===== config.mk =====
export PLATFORM = sky130hd
export DESIGN_NAME = uart_tx_mmio
export DESIGN_NICKNAME = d
export VERILOG_FILES = /design/src/rtl/uart_pkg.sv /design/src/rtl/uart_fifo.sv /design/src/rtl/uart_tx_mmio.sv
export SDC_FILE = /design/constraint.sdc
export NUM_CORES = 1
export LEC_CHECK = 0
export CORE_UTILIZATION = 50
export DETAILED_ROUTE_END_ITERATION = 10
export HOLD_SLACK_MARGIN = 0.15
export PLACE_DENSITY_LB_ADDON = 0.25
export SLEW_MARGIN = 25
export SYNTH_ARGS = -nofsm -noshare
export SYNTH_HDL_FRONTEND = slang
export SYNTH_SLANG_ARGS = --single-unit

===== constraint.sdc =====
create_clock -name clock -period 6.3 [get_ports clock]
set_clock_uncertainty 0.1 [all_clocks]
set_input_delay 1.26 -clock clock [delete_from_list [all_inputs] [get_ports clock]]
set_output_delay 1.26 -clock clock [all_outputs]
set_load 0.01 [all_outputs]

===== src/rtl/uart_pkg.sv =====
// Shared definitions for the memory-mapped UART transmitter: FSM encoding,
// STATUS bit positions and default register word indices.
package uart_pkg;

    typedef enum logic [1:0] {
        IDLE  = 2'd0,
        START = 2'd1,
        DATA  = 2'd2,
        STOP  = 2'd3
    } tx_state_t;

    localparam int STAT_BUSY     = 0;
    localparam int STAT_EMPTY    = 1;
    localparam int STAT_FULL     = 2;
    localparam int STAT_OVERFLOW = 3;

    localparam logic [31:0] DEFAULT_TX_DATA_IDX = 32'h0000_0400;
    localparam logic [31:0] DEFAULT_STATUS_IDX  = 32'h0000_0401;

    localparam int FIFO_DEPTH = 4;
    localparam int DATA_BITS  = 8;

endpackage


===== src/rtl/uart_fifo.sv =====
// Small synchronous FIFO queueing bytes for the transmitter. A push into a
// full FIFO is accepted only when a pop frees a slot in the same cycle.
module uart_fifo #(
    parameter int DEPTH = 4,
    parameter int WIDTH = 8
) (
    input  logic                     clock,
    input  logic                     reset,
    input  logic                     push,
    input  logic                     pop,
    input  logic [WIDTH-1:0]         din,
    output logic [WIDTH-1:0]         dout,
    output logic                     full,
    output logic                     empty,
    output logic [$clog2(DEPTH):0]   count
);

    localparam int PTR_W = $clog2(DEPTH);
    localparam int CNT_W = PTR_W + 1;

    logic [WIDTH-1:0] mem [DEPTH];
    logic [PTR_W-1:0] wptr;
    logic [PTR_W-1:0] rptr;
    logic             do_push;
    logic             do_pop;

    assign full    = (count == CNT_W'(DEPTH));
    assign empty   = (count == '0);
    assign do_pop  = pop && !empty;
    assign do_push = push && (!full || do_pop);
    assign dout    = mem[rptr];

    // NOTE: storage has no reset; count/pointers alone decide which entries are valid.
    always_ff @(posedge clock) begin
        if (do_push) begin
            mem[wptr] <= din;
        end
    end

    // NOTE: sequential state uses non-blocking assignments so every register samples pre-edge values.
    always_ff @(posedge clock or negedge reset) begin
        if (!reset) begin
            wptr  <= '0;
            rptr  <= '0;
            count <= '0;
        end else begin
            if (do_push) wptr <= wptr + 1'b1;
            if (do_pop)  rptr <= rptr + 1'b1;
            case ({do_push, do_pop})
                2'b10:   count <= count + 1'b1;
                2'b01:   count <= count - 1'b1;
                default: count <= count;
            endcase
        end
    end

endmodule


===== src/rtl/uart_tx_mmio.sv =====
// Memory-mapped 8N1 UART transmitter: stores to TX_DATA_IDX queue bytes in a
// 4-entry FIFO, STATUS_IDX reports {overflow, full, empty, busy}.
module uart_tx_mmio
    import uart_pkg::*;
#(
    parameter int               LENGTH       = 32,
    parameter int               CLKS_PER_BIT = 434,
    parameter logic [LENGTH-1:0] TX_DATA_IDX = LENGTH'(DEFAULT_TX_DATA_IDX),
    parameter logic [LENGTH-1:0] STATUS_IDX  = LENGTH'(DEFAULT_STATUS_IDX)
) (
    input  logic              clock,
    input  logic              reset,
    input  logic [LENGTH-1:0] addr_idx,
    input  logic              wr_en,
    input  logic [LENGTH-1:0] wr_data,
    output logic [LENGTH-1:0] rd_data,
    output logic              hit,
    output logic              tx
);

    localparam int              CNT_W    = (CLKS_PER_BIT > 1) ? $clog2(CLKS_PER_BIT) : 1;
    localparam logic [CNT_W-1:0] CNT_LAST = CNT_W'(CLKS_PER_BIT - 1);

    tx_state_t      state;
    logic [CNT_W-1:0] clk_cnt;
    logic [2:0]     bit_cnt;
    logic [7:0]     shift;
    logic           overflow;

    logic [7:0]     head;
    logic           fifo_full;
    logic           fifo_empty;
    logic [2:0]     fifo_count;

    logic           sel_tx;
    logic           sel_status;
    logic           push_req;
    logic           pop;
    logic           drop;
    logic           clr_ovf;
    logic           busy;
    logic           bit_done;
    logic           unused_bits;

    assign sel_tx     = (addr_idx == TX_DATA_IDX);
    assign sel_status = (addr_idx == STATUS_IDX);
    assign hit        = sel_tx | sel_status;

    assign push_req = wr_en && sel_tx;
    assign pop      = (state == IDLE) && !fifo_empty;
    assign drop     = push_req && fifo_full && !pop;
    assign clr_ovf  = wr_en && sel_status && wr_data[STAT_OVERFLOW];
    assign busy     = (state != IDLE);
    assign bit_done = (clk_cnt == CNT_LAST);

    assign unused_bits = ^{wr_data[LENGTH-1:8], fifo_count};

    // NOTE: rd_data gets a default before the decode so no latch is inferred.
    always_comb begin
        rd_data = '0;
        if (sel_status) begin
            rd_data[STAT_BUSY]     = busy;
            rd_data[STAT_EMPTY]    = fifo_empty;
            rd_data[STAT_FULL]     = fifo_full;
            rd_data[STAT_OVERFLOW] = overflow;
        end
    end

    uart_fifo #(
        .DEPTH (FIFO_DEPTH),
        .WIDTH (DATA_BITS)
    ) u_fifo (
        .clock (clock),
        .reset (reset),
        .push  (push_req),
        .pop   (pop),
        .din   (wr_data[7:0]),
        .dout  (head),
        .full  (fifo_full),
        .empty (fifo_empty),
        .count (fifo_count)
    );

    // A drop in the same cycle as a clear leaves the flag set.
    always_ff @(posedge clock or negedge reset) begin
        if (!reset) begin
            overflow <= 1'b0;
        end else if (drop) begin
            overflow <= 1'b1;
        end else if (clr_ovf) begin
            overflow <= 1'b0;
        end
    end

    // tx is registered from the current state, so the line trails the FSM by one cycle.
    always_ff @(posedge clock or negedge reset) begin
        if (!reset) begin
            state   <= IDLE;
            clk_cnt <= '0;
            bit_cnt <= '0;
            shift   <= '0;
            tx      <= 1'b1;
        end else begin
            case (state)
                IDLE: begin
                    tx <= 1'b1;
                    if (!fifo_empty) begin
                        shift   <= head;
                        clk_cnt <= '0;
                        bit_cnt <= '0;
                        state   <= START;
                    end
                end
                START: begin
                    tx <= 1'b0;
                    if (bit_done) begin
                        clk_cnt <= '0;
                        state   <= DATA;
                    end else begin
                        clk_cnt <= clk_cnt + 1'b1;
                    end
                end
                DATA: begin
                    tx <= shift[0];
                    if (bit_done) begin
                        clk_cnt <= '0;
                        shift   <= {1'b0, shift[7:1]};
                        if (bit_cnt == 3'd7) begin
                            state <= STOP;
                        end else begin
                            bit_cnt <= bit_cnt + 1'b1;
                        end
                    end else begin
                        clk_cnt <= clk_cnt + 1'b1;
                    end
                end
                STOP: begin
                    tx <= 1'b1;
                    if (bit_done) begin
                        clk_cnt <= '0;
                        state   <= IDLE;
                    end else begin
                        clk_cnt <= clk_cnt + 1'b1;
                    end
                end
                default: state <= IDLE;
            endcase
        end
    end

endmodule

Word-level counts from Yosys, hierarchy flattened. Memory sizes are Yosys's and may differ from the RTL's. Cells that the tools add are included.

Memories kept: 1. Input port bits: 67. Flip-flop bits (word level): 31. RAM bits: 32. Logic and storage cells: 79. Output and inout bits: 34.

Memories: u_fifo.mem (words 4, width 8, rd ports 1, clocked after Yosys merged registers in 0, wr ports 1, RTL line uart_fifo.sv:21) `logic [WIDTH-1:0] mem [DEPTH];`.

Multiplexer cells: 23. Add/subtract/negate cells: 6. Reduce and logical (&&, ||, !) cells: 23. Bitwise logic cells: 1. Equality and inequality tests: 16.

Operators by type and width (number): 32-bit by 11-bit == test with 1-bit output (second input constant) (2); 9-bit two-way mux (2); 9-bit one-hot mux with 2 select lines (1); 8-bit two-way mux (2); 8-bit one-hot mux with 2 select lines (1); 2-bit inequality test (second input constant) (6); 3-bit one-hot mux with 2 select lines (2); 2-bit two-way mux (5); 9-bit by 1-bit adder with 9-bit output (second input constant) (1); 9-bit == test (second input constant) (1); 3-bit two-way mux (3); 1-bit logical AND (8); 2-bit one-hot mux with 4 select lines (1); 2-bit nonzero test (4); 3-bit by 1-bit adder with 3-bit output (second input constant) (2); 2-bit == test (second input constant) (3); 3-bit == test (second input constant) (2); 5-bit AND reduction (1); 2-bit by 1-bit adder with 2-bit output (second input constant) (2); 2-bit by 1-bit == test with 1-bit output (second input constant) (2); 1-bit two-way mux (4); 4-bit two-way mux (1); 4-bit AND reduction (1); 1-bit zero test (3); 9 further kinds (9).

Longest topological paths before layout.
Word-level depth: 8. Gate-level depth with buffers: 10.

Cells and area by module. A second synthesis with hierarchy kept.

Cells, all modules: 274. Area, all modules: 3325.7 µm².

By module, submodules not included: uart_tx_mmio (area an instance 1737.9 µm², cells an instance 194, sequential area each 601.8 µm², instances 1); uart_fifo (area an instance 1587.8 µm², cells an instance 80, sequential area each 1136.1 µm², instances 1).

Worst setup path before layout. OpenSTA, ideal clock, no wires.

Path kind: in2out. From: input port addr_idx[13]. To: output port rd_data[2]. Stages on the path: 5. Slack: 2.646 ns. Data required time: 4.940 ns. Path buffers: 0. Data arrival time: 2.294 ns. Cell sequence: nor4_1 > nand4_1 > nor2_2 > nand2_1 > nor2_1.

Longest elaborated chain between the ends: 2.

RTL lines: start, declared (RTL line uart_tx_mmio.sv:13) `input logic [LENGTH-1:0] addr_idx,`; 32-bit by 11-bit == test with 1-bit output (RTL line uart_tx_mmio.sv:46) `assign sel_status = (addr_idx == STATUS_IDX);`; 4-bit two-way mux (RTL line uart_tx_mmio.sv:61) `if (sel_status) begin`; end, declared (RTL line uart_tx_mmio.sv:16) `output logic [LENGTH-1:0] rd_data,`.

Every way passes these cells.

Final worst setup path.
From: input port addr_idx[22]. To: output port rd_data[2].

Same word-level chain as after synthesis.

==> out/metrics.yaml <==
crit_family: "simple AND/OR/NAND/NOR gates"
rows: 29
multi_input_area_um2: 1360
start_util_pct: 51.5
io_buffers: 48
fillerInstances: 519
worstHoldPathType: "reg -> reg"
syn_area_per_cell_um2: 11.9
vias: 2153
status: "finished, final reports clean"
fin_nets: 409
cts_buffer_depth: 2
n_antenna_cell: 0
final_core_utilization_pct: 61.5
endpoint_kind: "output pin"
ys_top_cells_by_area: "edfxtp_1 29%, dfrtp_1 23%, buf_4 6.4%"
grt_use_total_pct: 18.5
first_pass_iters: 4
routed_wirelength_um: 5770
tns_ps: 0
drc_errors: 0
grt_overflow: 0
cts.repair.resized: 0
fin_crit_sh_pct: 73.2
synth_common_cells: "32 x edfxtp_1, 30 x dfrtp_1, 28 x buf_4"
cp_num_buf_inv: 2
ys_warn_count: 0
antenna_found_initial: 0
yosysTopAreaCell: "edfxtp_1"
crit_fanout: 7
crit_path_cell_trace: "clkdlybuf4s50_1 > nor4_1 > nand4_1 > nor2_2 > nand2_1 > nor2_1 > clkdlybuf4s50_1"
clk_pin_slew_ps: 60
grt_pass1_wl_um: 9800
netlist_area_um2: 3270
place_congestion: 0.711
r2r_slack_ps: 3850
pin_count: 101
slew_headroom_pct: 40.4
setup_viol: 0
ys_async_sr_fraction_pct: 49.2
pre_cts_ws_ps: 1670
synth_ff_type: "edfxtp_1"
synth_edf_count: 32
grt_pass1_vias: 2140
max-cap-violations: 0
cts_hold_buf: 0
dp_hpwl_um: 4020
synthCells: 275
period_needed_ps: 4610
wire_per_inst_um: 14.1
fp.dieH_um: 82.9
drt_iter0_drc: 77
fmax_mhz: 217
power_w: 0.000816
peakVddDrop_uv: 182
cts_buffers: 9
slowest_delay_ps: 530
p_leak_nw: 1.55
cp_data_required_time_ps: 4940
core_um2: 6350
placed_area_um2: 3720
ys_types: 47
die_area_um2: 6870
ys_ff_latch: 63
cts_tree: "yes"
slowest_stage: "clkdlybuf4s50_1"
route.antenna.remaining_nets: 0
cts.htree.levels: 3
timing.final.hold_violations: 0
cp_common_cell: "clkdlybuf4s50_1"
crit_type: "in -> out"
rsz0062_at_grt: "no"
seq_area_frac_synth_pct: 53.1
synth_top_area_share_pct: 29.4
area_growth_pct: 19.3
ff_latch_area_um2: 1740
worst_pin_slew_ps: 884
clock-sinks: 63
power.density_nw_per_um2: 209
drive_above_1_share_pct: 10.8
cts-root-buf: "clkbuf_8"
cp.arrival_ps: 3250
grt_max_degree: 32
cts_setup_buffers: 0
postLayoutCellArea_um2: 3910
yosys.cell_count.top_type: "edfxtp_1"
final_max_slew_viol_count: 0
worst_skew_pair.late_latency_ps: 340
vias_per_cell: 5.25
setup_ws_ps: 1690
cp-start-kind: "primary input"
die_w_um: 82.9
## area by class of cell
type                            instances  area share [%]
Tap cell                               77            2.47
Clock inverter                          6            1.54
Timing Repair Buffer                   49            12.5
Inverter                                9           0.865
Multi-Input combinational cell        196            34.9
Sequential cell                        63            44.5
Clock buffer                           10            3.27
## where the power goes
part	leakage, nW	switching [W]	total [W]	internal [W]
logic	0.787	0.0000191	0.0000432	0.0000241
clock network	0.0941	0.000159	0.000340	0.000181
registers	0.668	0.000000000000426	0.000433	0.000433
## metrics by stage
| step | cells | hold WS [ps] |
|---|---|---|
| detailed placement | 394 | 384 |
| global route | 410 | 430 |
| global placement | 394 | 373 |
| finish | 410 | 396 |
| CTS | 410 | 401 |
| floorplan | 302 | 350 |
## sequential cells by signal, summed over array words and instances, names as in the netlist
signal and count:
shift 8, overflow 1, clk_cnt 9, u_fifo.count 3
u_fifo.rptr 2, state 2, u_fifo.mem 32, tx 1
bit_cnt 3, u_fifo.wptr 2
## cell families after synthesis
kind of cell    count (synthesis)  share of synthesized area, %
fa+ha+maj                      14                          5.58
flops                          63                          53.1
buf+inv                        43                          8.41
compound gates                 41                          8.49
mux                            14                          7.45
simple gates                   94                          15.5
other cells                     1                         0.115
xor+xnor                        5                          1.34
## worst reg2reg max path, cell delays in order, from the launching register on
cell     delay (ps)
dfrtp_1         410
inv_1           130
ha_1            400
nor2_1          170
nor4b_4         430
and2_1          470
## cells in the final DEF (no fill, tap or decap), drive strengths merged, types with 2 or more instances in the layout
master | synthesis | final
a22o | 4 | 4
mux2 | 3 | 3
nand2b | 6 | 6
conb | 1 | 28
a21o | 2 | 2
clkbuf | 4 | 10
nand4 | 3 | 3
a31oi | 8 | 8
mux2i | 3 | 3
clkdlybuf4s50 | 0 | 48
nor4 | 8 | 8
a21oi | 4 | 4
xor2 | 3 | 3
clkinv | 1 | 4
nor4b | 2 | 2
nor2b | 2 | 2
and2 | 6 | 6
nand3 | 4 | 4
inv | 8 | 9
o21ai | 16 | 16
mux4 | 8 | 8
xnor2 | 2 | 2
edfxtp | 32 | 32
ha | 13 | 13
nand2 | 27 | 27
o21bai | 2 | 2
nor3 | 2 | 2
and3 | 7 | 7
dfrtp | 30 | 30
nor2 | 25 | 25
## per-layer routing
layer	track usage (%)	wire length, um	vias to the layer above
li1	-	-	1037
met3	6.26	317	8
met1	22.6	2510	1028
met5	0	0	-
met4	7.05	74	0
met2	30.5	2880	80
## final timing paths
kind / startpoint / end / depth (start not counted)
min reg2reg: shift[7] / shift[7] / 2
max: addr_idx[22] / rd_data[2] / 7
min: shift[7] / shift[7] / 2
max reg2reg: state[0] / u_fifo.mem[3][0] / 5
max in group asynchronous: reset / tx / 2
min in group asynchronous: reset / u_fifo.count[2] / 2
Power figures use the tool's default switching activity.
